## config.mk

```make
export PLATFORM = sky130hd
export DESIGN_NAME = mac_r_ram_rd_sched_flat
export DESIGN_NICKNAME = d
export VERILOG_FILES = /design/src/rtl/mac_r_ram_rd_sched_if.sv /design/src/rtl/mac_r_ram_rd_sched.sv /design/src/flat_wrapper.sv
export SDC_FILE = /design/constraint.sdc
export NUM_CORES = 1
export LEC_CHECK = 0
export ABC_AREA = 1
export BUFFER_PORTS_ARGS = -buffer_cell sky130_fd_sc_hd__buf_2
export CORE_UTILIZATION = 41
export CTS_CLUSTER_DIAMETER = 80
export DETAILED_ROUTE_END_ITERATION = 8
export HOLD_SLACK_MARGIN = 0.02
export SYNTH_ARGS = -nofsm -noshare
export SYNTH_HDL_FRONTEND = slang
export SYNTH_SLANG_ARGS = --single-unit
export TNS_END_PERCENT = 30
```

## constraint.sdc

```tcl
create_clock -name rx_clk -period 3.7 [get_ports rx_clk]
set_clock_uncertainty 0.05 [all_clocks]
set_input_delay 0.37 -clock rx_clk [delete_from_list [all_inputs] [get_ports rx_clk]]
set_output_delay 0.37 -clock rx_clk [all_outputs]
set_load 0.05 [all_outputs]
```

## src/rtl/mac_r_ram_rd_sched_if.sv

```systemverilog
// Bundles the descriptor, RAM read port, data FIFO and pointer FIFO signals
// of the rx staging RAM read scheduler.
interface mac_r_ram_rd_sched_if #(
  parameter int AW = 11,
  parameter int LW = 13
);
  logic          desc_valid;
  logic          desc_ready;
  logic          desc_tte;
  logic [AW-1:0] desc_addr;
  logic [LW-1:0] desc_len;
  logic          desc_crc_ok;
  logic          ram_rd_en;
  logic [AW-1:0] ram_rd_addr;
  logic [7:0]    ram_dout;
  logic [11:0]   tte_fifo_depth;
  logic [11:0]   be_fifo_depth;
  logic          tteptr_full;
  logic          beptr_full;
  logic [7:0]    fifo_din;
  logic          tte_fifo_wr;
  logic          be_fifo_wr;
  logic [15:0]   ptr_din;
  logic          tteptr_wr;
  logic          beptr_wr;
  logic          busy;

  // Scheduler side.
  modport master (
    input  desc_valid, desc_tte, desc_addr, desc_len, desc_crc_ok,
    input  ram_dout, tte_fifo_depth, be_fifo_depth, tteptr_full, beptr_full,
    output desc_ready, ram_rd_en, ram_rd_addr, fifo_din,
    output tte_fifo_wr, be_fifo_wr, ptr_din, tteptr_wr, beptr_wr, busy
  );

  // Ingress writer, RAM and FIFO side.
  modport slave (
    output desc_valid, desc_tte, desc_addr, desc_len, desc_crc_ok,
    output ram_dout, tte_fifo_depth, be_fifo_depth, tteptr_full, beptr_full,
    input  desc_ready, ram_rd_en, ram_rd_addr, fifo_din,
    input  tte_fifo_wr, be_fifo_wr, ptr_din, tteptr_wr, beptr_wr, busy
  );
endinterface

```

## src/rtl/mac_r_ram_rd_sched.sv

```systemverilog
// Read-side scheduler for the gmii rx staging RAM: per-class descriptor queues,
// TTE-first frame selection, single RAM read port streaming into the data FIFOs.
module mac_r_ram_rd_sched #(
  parameter int AW       = 11,
  parameter int LW       = 13,
  parameter int DQ_DEPTH = 4,
  parameter int FIFO_CAP = 4096,
  parameter int MIN_LEN  = 64,
  parameter int MAX_LEN  = 1518
) (
  input logic                   rx_clk,
  input logic                   rstn,
  mac_r_ram_rd_sched_if.master  sched
);

  localparam int QAW = $clog2(DQ_DEPTH);
  localparam int EW  = AW + LW + 1;
  localparam logic [QAW:0]   Q_FULL  = (QAW+1)'(DQ_DEPTH);
  localparam logic [QAW-1:0] Q_ONE   = QAW'(1);
  localparam logic [QAW:0]   C_ONE   = (QAW+1)'(1);
  localparam logic [LW:0]    CAP     = (LW+1)'(FIFO_CAP);
  localparam logic [LW-1:0]  LEN_MIN = LW'(MIN_LEN);
  localparam logic [LW-1:0]  LEN_MAX = LW'(MAX_LEN);
  localparam logic [LW-1:0]  LEN_ONE = LW'(1);
  localparam logic [AW-1:0]  A_ONE   = AW'(1);

  typedef enum logic [2:0] {
    S_IDLE,
    S_CHECK,
    S_READ,
    S_DRAIN,
    S_PTR
  } state_t;

  state_t        r_state;
  state_t        w_nextState;

  logic [EW-1:0] r_tteMem [DQ_DEPTH];
  logic [EW-1:0] r_beMem  [DQ_DEPTH];
  logic [QAW-1:0] r_tteWp, r_tteRp, r_beWp, r_beRp;
  logic [QAW:0]   r_tteCnt, r_beCnt;

  logic          r_selTte;
  logic [AW-1:0] r_rdAddr;
  logic [LW-1:0] r_remaining;
  logic [LW-1:0] r_len;
  logic          r_crcOk;
  logic          r_drainCnt;
  logic          r_rdEn1;
  logic          r_rdEn2;
  logic [7:0]    r_fifoDin;

  logic          w_tteFull, w_beFull;
  logic          w_ttePush, w_bePush;
  logic          w_popTte, w_popBe;
  logic [EW-1:0] w_head;
  logic [11:0]   w_selDepth;
  logic [LW:0]   w_sum;
  logic          w_canGo;
  logic          w_rdEn;
  logic          w_lenBad;

  assign w_tteFull = (r_tteCnt == Q_FULL);
  assign w_beFull  = (r_beCnt == Q_FULL);
  assign sched.desc_ready = sched.desc_tte ? !w_tteFull : !w_beFull;
  assign w_ttePush = sched.desc_valid && sched.desc_ready && sched.desc_tte;
  assign w_bePush  = sched.desc_valid && sched.desc_ready && !sched.desc_tte;

  assign w_head     = w_popTte ? r_tteMem[r_tteRp] : r_beMem[r_beRp];
  assign w_selDepth = r_selTte ? sched.tte_fifo_depth : sched.be_fifo_depth;
  assign w_sum      = {{(LW+1-12){1'b0}}, w_selDepth} + {1'b0, r_len};
  assign w_canGo    = (w_sum <= CAP) && !(r_selTte ? sched.tteptr_full : sched.beptr_full);
  assign w_rdEn     = (r_state == S_READ);
  assign w_lenBad   = (r_len < LEN_MIN) || (r_len > LEN_MAX);

  // Queue storage carries no reset; only pointers and counts define occupancy.
  always_ff @(posedge rx_clk) begin
    if (w_ttePush) r_tteMem[r_tteWp] <= {sched.desc_addr, sched.desc_len, sched.desc_crc_ok};
    if (w_bePush)  r_beMem[r_beWp]   <= {sched.desc_addr, sched.desc_len, sched.desc_crc_ok};
  end

  always_ff @(posedge rx_clk or negedge rstn) begin
    if (!rstn) begin
      r_tteWp  <= '0;
      r_tteRp  <= '0;
      r_tteCnt <= '0;
      r_beWp   <= '0;
      r_beRp   <= '0;
      r_beCnt  <= '0;
    end else begin
      if (w_ttePush) r_tteWp <= r_tteWp + Q_ONE;
      if (w_popTte)  r_tteRp <= r_tteRp + Q_ONE;
      if (w_ttePush && !w_popTte) r_tteCnt <= r_tteCnt + C_ONE;
      else if (!w_ttePush && w_popTte) r_tteCnt <= r_tteCnt - C_ONE;
      if (w_bePush) r_beWp <= r_beWp + Q_ONE;
      if (w_popBe)  r_beRp <= r_beRp + Q_ONE;
      if (w_bePush && !w_popBe) r_beCnt <= r_beCnt + C_ONE;
      else if (!w_bePush && w_popBe) r_beCnt <= r_beCnt - C_ONE;
    end
  end

  always_ff @(posedge rx_clk or negedge rstn) begin
    if (!rstn) r_state <= S_IDLE;
    else       r_state <= w_nextState;
  end

  always_comb begin
    w_nextState = r_state;
    w_popTte    = 1'b0;
    w_popBe     = 1'b0;
    case (r_state)
      S_IDLE: begin
        if (r_tteCnt != '0) begin
          w_popTte    = 1'b1;
          w_nextState = S_CHECK;
        end else if (r_beCnt != '0) begin
          w_popBe     = 1'b1;
          w_nextState = S_CHECK;
        end
      end
      // Head-of-line blocking on FIFO space or pointer full is deliberate.
      S_CHECK: begin
        if (w_canGo) w_nextState = (r_len == '0) ? S_PTR : S_READ;
      end
      S_READ: begin
        if (r_remaining == LEN_ONE) w_nextState = S_DRAIN;
      end
      S_DRAIN: begin
        if (r_drainCnt) w_nextState = S_PTR;
      end
      S_PTR:   w_nextState = S_IDLE;
      default: w_nextState = S_IDLE;
    endcase
  end

  // Working registers load on pop; the read address and remaining count
  // are primed here so READ can strobe from its very first cycle.
  always_ff @(posedge rx_clk or negedge rstn) begin
    if (!rstn) begin
      r_selTte    <= 1'b0;
      r_rdAddr    <= '0;
      r_remaining <= '0;
      r_len       <= '0;
      r_crcOk     <= 1'b0;
      r_drainCnt  <= 1'b0;
      r_rdEn1     <= 1'b0;
      r_rdEn2     <= 1'b0;
      r_fifoDin   <= '0;
    end else begin
      if (w_popTte || w_popBe) begin
        r_selTte    <= w_popTte;
        r_rdAddr    <= w_head[EW-1 -: AW];
        r_remaining <= w_head[LW:1];
        r_len       <= w_head[LW:1];
        r_crcOk     <= w_head[0];
      end else if (r_state == S_READ) begin
        r_rdAddr    <= r_rdAddr + A_ONE;
        r_remaining <= r_remaining - LEN_ONE;
      end
      r_drainCnt <= (r_state == S_DRAIN) ? !r_drainCnt : 1'b0;
      r_rdEn1    <= w_rdEn;
      r_rdEn2    <= r_rdEn1;
      r_fifoDin  <= sched.ram_dout;
    end
  end

  assign sched.ram_rd_en   = w_rdEn;
  assign sched.ram_rd_addr = w_rdEn ? r_rdAddr : '0;
  assign sched.fifo_din    = r_fifoDin;
  assign sched.tte_fifo_wr = r_rdEn2 && r_selTte;
  assign sched.be_fifo_wr  = r_rdEn2 && !r_selTte;
  assign sched.ptr_din     = (r_state == S_PTR) ? {!r_crcOk, w_lenBad, 1'b0, r_len} : 16'h0000;
  assign sched.tteptr_wr   = (r_state == S_PTR) && r_selTte;
  assign sched.beptr_wr    = (r_state == S_PTR) && !r_selTte;
  assign sched.busy        = (r_state != S_IDLE);

endmodule

```

## src/flat_wrapper.sv

```systemverilog
// flat-port wrapper written by rule: the top's interface ports become plain ports
module mac_r_ram_rd_sched_flat 
#(
  parameter int AW       = 11,
  parameter int LW       = 13,
  parameter int DQ_DEPTH = 4,
  parameter int FIFO_CAP = 4096,
  parameter int MIN_LEN  = 64,
  parameter int MAX_LEN  = 1518
)
  (rx_clk, rstn, sched_desc_valid, sched_desc_tte, sched_desc_addr, sched_desc_len, sched_desc_crc_ok, sched_ram_dout, sched_tte_fifo_depth, sched_be_fifo_depth, sched_tteptr_full, sched_beptr_full, sched_desc_ready, sched_ram_rd_en, sched_ram_rd_addr, sched_fifo_din, sched_tte_fifo_wr, sched_be_fifo_wr, sched_ptr_din, sched_tteptr_wr, sched_beptr_wr, sched_busy);
  mac_r_ram_rd_sched_if #(.AW(AW), .LW(LW)) sched_i ();
  input logic rx_clk;
  input logic rstn;
  input wire logic [$bits(sched_i.desc_valid)-1:0] sched_desc_valid;
  input wire logic [$bits(sched_i.desc_tte)-1:0] sched_desc_tte;
  input wire logic [$bits(sched_i.desc_addr)-1:0] sched_desc_addr;
  input wire logic [$bits(sched_i.desc_len)-1:0] sched_desc_len;
  input wire logic [$bits(sched_i.desc_crc_ok)-1:0] sched_desc_crc_ok;
  input wire logic [$bits(sched_i.ram_dout)-1:0] sched_ram_dout;
  input wire logic [$bits(sched_i.tte_fifo_depth)-1:0] sched_tte_fifo_depth;
  input wire logic [$bits(sched_i.be_fifo_depth)-1:0] sched_be_fifo_depth;
  input wire logic [$bits(sched_i.tteptr_full)-1:0] sched_tteptr_full;
  input wire logic [$bits(sched_i.beptr_full)-1:0] sched_beptr_full;
  output wire logic [$bits(sched_i.desc_ready)-1:0] sched_desc_ready;
  output wire logic [$bits(sched_i.ram_rd_en)-1:0] sched_ram_rd_en;
  output wire logic [$bits(sched_i.ram_rd_addr)-1:0] sched_ram_rd_addr;
  output wire logic [$bits(sched_i.fifo_din)-1:0] sched_fifo_din;
  output wire logic [$bits(sched_i.tte_fifo_wr)-1:0] sched_tte_fifo_wr;
  output wire logic [$bits(sched_i.be_fifo_wr)-1:0] sched_be_fifo_wr;
  output wire logic [$bits(sched_i.ptr_din)-1:0] sched_ptr_din;
  output wire logic [$bits(sched_i.tteptr_wr)-1:0] sched_tteptr_wr;
  output wire logic [$bits(sched_i.beptr_wr)-1:0] sched_beptr_wr;
  output wire logic [$bits(sched_i.busy)-1:0] sched_busy;
  assign sched_i.desc_valid = sched_desc_valid;
  assign sched_i.desc_tte = sched_desc_tte;
  assign sched_i.desc_addr = sched_desc_addr;
  assign sched_i.desc_len = sched_desc_len;
  assign sched_i.desc_crc_ok = sched_desc_crc_ok;
  assign sched_i.ram_dout = sched_ram_dout;
  assign sched_i.tte_fifo_depth = sched_tte_fifo_depth;
  assign sched_i.be_fifo_depth = sched_be_fifo_depth;
  assign sched_i.tteptr_full = sched_tteptr_full;
  assign sched_i.beptr_full = sched_beptr_full;
  assign sched_desc_ready = sched_i.desc_ready;
  assign sched_ram_rd_en = sched_i.ram_rd_en;
  assign sched_ram_rd_addr = sched_i.ram_rd_addr;
  assign sched_fifo_din = sched_i.fifo_din;
  assign sched_tte_fifo_wr = sched_i.tte_fifo_wr;
  assign sched_be_fifo_wr = sched_i.be_fifo_wr;
  assign sched_ptr_din = sched_i.ptr_din;
  assign sched_tteptr_wr = sched_i.tteptr_wr;
  assign sched_beptr_wr = sched_i.beptr_wr;
  assign sched_busy = sched_i.busy;
  mac_r_ram_rd_sched #(.AW(AW), .LW(LW), .DQ_DEPTH(DQ_DEPTH), .FIFO_CAP(FIFO_CAP), .MIN_LEN(MIN_LEN), .MAX_LEN(MAX_LEN)) u_core (.rx_clk(rx_clk), .rstn(rstn), .sched(sched_i));
endmodule
```

== After elaboration in Yosys (flattened, before gate mapping) ==
Memory sizes are Yosys's and may differ from the RTL's.
Index checks and enable logic that the tools add are counted.

* Bits in registers: 67
* Bits in writable memories: 200
* Output and inout port bits: 42
* Memories: 2

* Add/sub/neg operators: 11
* Magnitude comparators: 3
* Eq/ne operators: 11
* Mux-type cells: 31
* Reduce and logical (&&, ||, !) cells: 34

{| class="wikitable"
|+ Memories
! memory !! depth !! bits a word !! rd ports !! clocked after Yosys merged registers in !! wr ports !! RTL line !! text
|-
| u_core.r_beMem || 4 || 25 || 1 || 0 || 1 || mac_r_ram_rd_sched.sv:39 || <nowiki>logic [EW-1:0] r_beMem [DQ_DEPTH];</nowiki>
|-
| u_core.r_tteMem || 4 || 25 || 1 || 0 || 1 || mac_r_ram_rd_sched.sv:38 || <nowiki>logic [EW-1:0] r_tteMem [DQ_DEPTH];</nowiki>
|}

{| class="wikitable"
|+ Operator list
! operator !! count
|-
| $mux W11 || 3
|-
| $mux W3 || 10
|-
| $mux W13 || 2
|-
| $mux W25 || 1
|-
| $mux W16 || 1
|-
| $add A12 B13 Y14 || 1
|-
| $le A14 B13 Y1 const B || 1
|-
| $eq A13 B1 Y1 const B || 1
|-
| $gt A13 B11 Y1 const B || 1
|-
| $logic_not A13 Y1 || 1
|-
| $lt A13 B7 Y1 const B || 1
|-
| $sub A13 B1 Y13 const B || 1
|-
| $logic_and A1 B1 Y1 || 12
|-
| $mux W1 || 12
|-
| $mux W12 || 1
|-
| $pmux W3 S4 || 1
|-
| $add A11 B1 Y11 const B || 1
|-
| $logic_not A1 Y1 || 11
|-
| $eq A3 B3 Y1 const B || 3
|-
| $reduce_bool A3 Y1 || 3
|-
| $add A2 B1 Y2 const B || 4
|-
| $add A3 B1 Y3 const B || 2
|-
| $eq A3 B2 Y1 const B || 2
|-
| $reduce_bool A2 Y1 || 3
|-
| other kinds (8) || 11
|}

== Logic depth before layout (Yosys ltp) ==
* Depth in word-level cells: 9
* Depth in mapped cells: 24
* Mapped depth without buffers: 22

== Least setup slack after synthesis ==
No wires, ideal clock.

* Path kind: register to register
* From: register u_core.r_selTte
* To: register u_core.r_state[0]
* Data arrival time: 2742 ps
* Data required time: 3533 ps
* Setup slack: 792 ps
* Stages on the path, launching flop included: 23
* Buffers on the path: 2
* Clock period less this slack: 2908 ps
* Path through: dfrtp_1 > clkbuf_1 > inv_1 > clkbuf_1 > nand2_1 > nand2_1 > ha_1 > fa_1 > or2_2 > nor2_1 > nand2_1 > nor2_1 > nand2_1 > nor2_1 > nand2_1 > nor2_1 > nand3_1 > nand2_1 > nand2_1 > nand2_2 > nand2_1 > nand2_1 > nand2_1

* Cells in the longest elaborated chain, start to end: 6
* Elaborated cells on any way between the ends: 8

{| class="wikitable"
|+ Ends and longest elaborated chain
! element !! RTL line !! text
|-
| start, declared || mac_r_ram_rd_sched.sv:43 || <nowiki>logic r_selTte;</nowiki>
|-
| start signal, assigned || mac_r_ram_rd_sched.sv:151 || <nowiki>r_selTte <= w_popTte;</nowiki>
|-
| $mux W12 || mac_r_ram_rd_sched.sv:70 || <nowiki>assign w_selDepth = r_selTte ? sched.tte_fifo_depth : sched.be_fifo_depth;</nowiki>
|-
| $add A12 B13 Y14 || mac_r_ram_rd_sched.sv:71 || <nowiki>assign w_sum = {{(LW+1-12){1'b0}}, w_selDepth} + {1'b0, r_len};</nowiki>
|-
| $le A14 B13 Y1 || mac_r_ram_rd_sched.sv:72 || <nowiki>assign w_canGo = (w_sum <= CAP) && !(r_selTte ? sched.tteptr_full : sched.beptr_full);</nowiki>
|-
| $logic_and A1 B1 Y1 * || mac_r_ram_rd_sched.sv:72 ||
|-
| $ne A2 B1 Y1 (no source line) * || n/a ||
|-
| $reduce_and A4 Y1 (no source line) * || n/a ||
|-
| end signal, assigned || mac_r_ram_rd_sched.sv:104 || <nowiki>else r_state <= w_nextState;</nowiki>
|-
| end, declared || mac_r_ram_rd_sched.sv:35 || <nowiki>state_t r_state;</nowiki>
|}

Every way passes the cells marked *; elsewhere a longest branch is shown, timed or not.
A chain may end at the register's enable or synchronous reset.

== Worst setup path in the final report ==
Same ends and word-level chain as after synthesis.

==> metrics <==
DRC violations left 0; Setup WS pre-CTS 0.793 ns; clock transition at the register clock pins on the worst setup and hold paths after CTS 0.06 ns; Yosys warnings 0; placed cell count 1,577; total power 6.85 mW; net count of the finished layout 1,323; crit path max fanout 14; fraction of layout instances using a drive strength above 1 0.157; HPWL reported at the end of detailed placement 18,300 um; Setup crit start kind flop; placer's final routability congestion estimate 0.875; routed wirelength normalized by instance count 18.5 um; largest net degree at the start of global routing 68; Final Setup Violations 0; clock tree from TritonCTS yes; post-CTS setup-driven buffer insertion count 0; result of the run finished clean; slack of the worst reg-to-reg path 0.78 ns; pwr/cell area 494 nW/um2; worst-case clock buffer depth 3; synthesized netlist net count 1,207; quantity of gates resized following cts 0; final cell count without fillers 1,640; number of DRC violations after detailed-routing iteration 0 729; row count 62; antenna violations before repair 2; maximum capacitance violations 0; maximum ir drop on the vdd rail 0.401 mV; endpoints failing hold 0; vertical extent of the die 173 um; data required time at the worst endpoint 4.07 ns; Routed Wire Length 30,400 um; area of the die 29,900 um2; total iterations of the first detailed-routing run 6; Filler cells 2,684; count of different cell masters after synthesis 47; overall via count from detail_route 8,573; root buffer selected by CTS clkbuf_16; CTS buffer count 28; synthesis-to-layout area growth 15.9%; type of destination of the critical path flop; Congestion Overflow GR 0; number of pins with negative max-slew slack in the final report 0; Max Fclk 342 MHz; Final Cell Area 13,900 um2; cell count after synthesis 1,116; arrival time of data at the critical path endpoint 3.30 ns; clock network latency to the later pin of the worst-skew pair 0.54 ns; register area share after synthesis 0.642; mean instance size in the synthesized netlist 10.7 um2; category of the critical setup timing path flop to flop; Synth Register Bits 267; clk sinks 267; first-pass GRT wire length 47,100 um; overall track demand over capacity in global routing 0.204; effective utilization at floorplan 0.417; Antenna Violating Nets Remaining 0; end-of-flow core utilization 0.484; synthesized area 12,000 um2; vias per std cell 5.23; Std-Cell Core Area 28,700 um2; Min Hold Slack 0.0459 ns; x dimension of the die 173 um; crit path time final 2.92 ns; headroom to the max-slew limit 0.354; final worst slack 0.776 ns; unrepaired setup endpoints after global routing false; final worst path period share 0.790; port buffer count 103; via count of the first global-routing pass 8,206; Fin Setup TNS 0 ns; count of H-tree levels built during CTS 1; Top-Level Pins 105; placed instance area 12,900 um2; P_leak 5.53 nW; transition at the pin with the smallest max-transition slack 0.968 ns; Hold Crit Class primary input to flop
area by class of cell:
type | count | area [um2] | share of cell area
clock buffers | 39 | 783 | 0.0564
repair buffers | 135 | 793 | 0.0571
well taps | 384 | 480 | 0.0346
inverters | 106 | 398 | 0.0287
multi-input cells | 694 | 3680 | 0.265
clock inverters | 13 | 61.3 | 0.00442
flip-flops and latches | 267 | 7680 | 0.553
diodes | 2 | 5.00 | 0.000361
placed cells by master (no fill, tap or decap), types with 3 or more instances in the layout:
cell / netlist / routed
nand2_2: 7 / 7
edfxtp_1: 200 / 200
a31oi_1: 9 / 9
inv_1: 100 / 100
ha_1: 25 / 25
o21ai_1: 4 / 4
o211ai_1: 3 / 3
a21oi_1: 17 / 17
fa_1: 3 / 3
o31ai_1: 4 / 4
nand4_1: 8 / 8
buf_4: 2 / 23
clkbuf_16: 0 / 29
xnor2_1: 3 / 3
inv_2: 6 / 6
clkinv_2: 0 / 6
xor2_1: 14 / 14
nor2_1: 186 / 178
nand2_1: 149 / 149
nor2_2: 1 / 9
buf_2: 17 / 102
nor3_1: 5 / 5
clkbuf_1: 25 / 8
dlygate4sd3_1: 0 / 9
clkinv_1: 0 / 6
o21ai_0: 135 / 135
nor2_4: 3 / 3
nand3_1: 44 / 44
a22oi_1: 3 / 3
dfrtp_1: 67 / 67
o221ai_1: 31 / 31
o22ai_1: 18 / 18
cell families after synthesis:
family,synth area share
compound gates,0.117
simple gates,0.143
xor+xnor,0.0124
flops,0.642
fa+ha+maj,0.0311
mux,0.00188
buf+inv,0.0529
other cells,0.000313
final timing paths:
path | to | cells past startpoint | startpoint
max | u_core.r_state[0] | 20 | u_core.r_selTte
min | u_core.r_tteMem[2][24] | 1 | sched_desc_addr[10]
max reg2reg | u_core.r_state[0] | 20 | u_core.r_selTte
min reg2reg | u_core.r_rdEn2 | 0 | u_core.r_rdEn1
max in group asynchronous | u_core.r_tteRp[1] | 2 | rstn
min in group asynchronous | u_core.r_tteWp[1] | 2 | rstn
what timing repair did:
action | 4_1_cts | 5_1_grt
hold endpoints to repair | 75 | 0
hold buffers | 9 | 0
endpoints found under the setup margin | 0 | 0
registers in the layout (all words and copies together), names as in the netlist:
name / flops
u_core.r_beWp: 2
u_core.r_drainCnt: 1
u_core.r_rdAddr: 11
u_core.r_state: 3
u_core.r_tteWp: 2
u_core.sched.fifo_din: 8
u_core.r_len: 13
u_core.r_rdEn2: 1
u_core.r_remaining: 13
u_core.r_beMem: 100
u_core.r_beRp: 2
u_core.r_selTte: 1
u_core.r_tteMem: 100
u_core.r_tteRp: 2
u_core.r_tteCnt: 3
u_core.r_crcOk: 1
u_core.r_beCnt: 3
u_core.r_rdEn1: 1
layer usage:
layer / track usage / share of wire / up-vias
li1: - / - / 4124
met2: 0.338 / 0.47 / 268
met5: 0 / 0 / -
met1: 0.282 / 0.46 / 4143
met4: 0.0468 / 0.018 / 0
met3: 0.0336 / 0.055 / 38
cells in the mapped netlist (all sizes together):
cell    number  share of area
xor2        14          0.010
mux2         2         0.0019
xnor2        3         0.0022
buf         24          0.012
a211oi       1        0.00063
o211ai       4         0.0029
o22a         1        0.00073
nand4        8         0.0042
nor3b        1        0.00063
ha          25          0.026
a32o         2         0.0017
nor2       190          0.062
a22oi        3         0.0019
o21ai      139          0.058
a41oi        2         0.0015
a31oi        9         0.0047
o311ai       2         0.0015
a31o         1        0.00073
dfrtp       67           0.14
nand2      156          0.050
fa           3         0.0050
a21oi       17         0.0071
o31ai        4         0.0025
a21boi       1        0.00063
nor3         6         0.0034
o221ai      31          0.023
a21o         1        0.00063
inv        106          0.033
nand3       44          0.018
nor4         3         0.0028
conb         1        0.00031
or2          2         0.0010
clkbuf      25         0.0078
edfxtp     200           0.50
o22ai       18         0.0094
critical path, cell delays in order, from the launching register on:
cell and delay, ns:
dfrtp_1 0.37, inv_1 0.28, nand2_1 0.09, nand2_1 0.08, ha_1 0.23, fa_1 0.43, or2_2 0.28, nor2_1 0.11
nand2_1 0.06, nor2_1 0.08, nand2_1 0.06, nor2_1 0.08, nand2_1 0.07, nor2_1 0.10, nand3_1 0.07, nand2_1 0.06
nand2_1 0.06, nand2_2 0.07, nand2_1 0.07, nand2_1 0.07, nand2_1 0.04
power by group:
part / switching, mW / leakage [nW] / internal [mW]
logic: 0.419 / 2.49 / 0.192
registers: 0.114 / 2.62 / 3.53
clock network: 1.12 / 0.418 / 1.47
No activity file was read; power rests on OpenSTA's default activity.
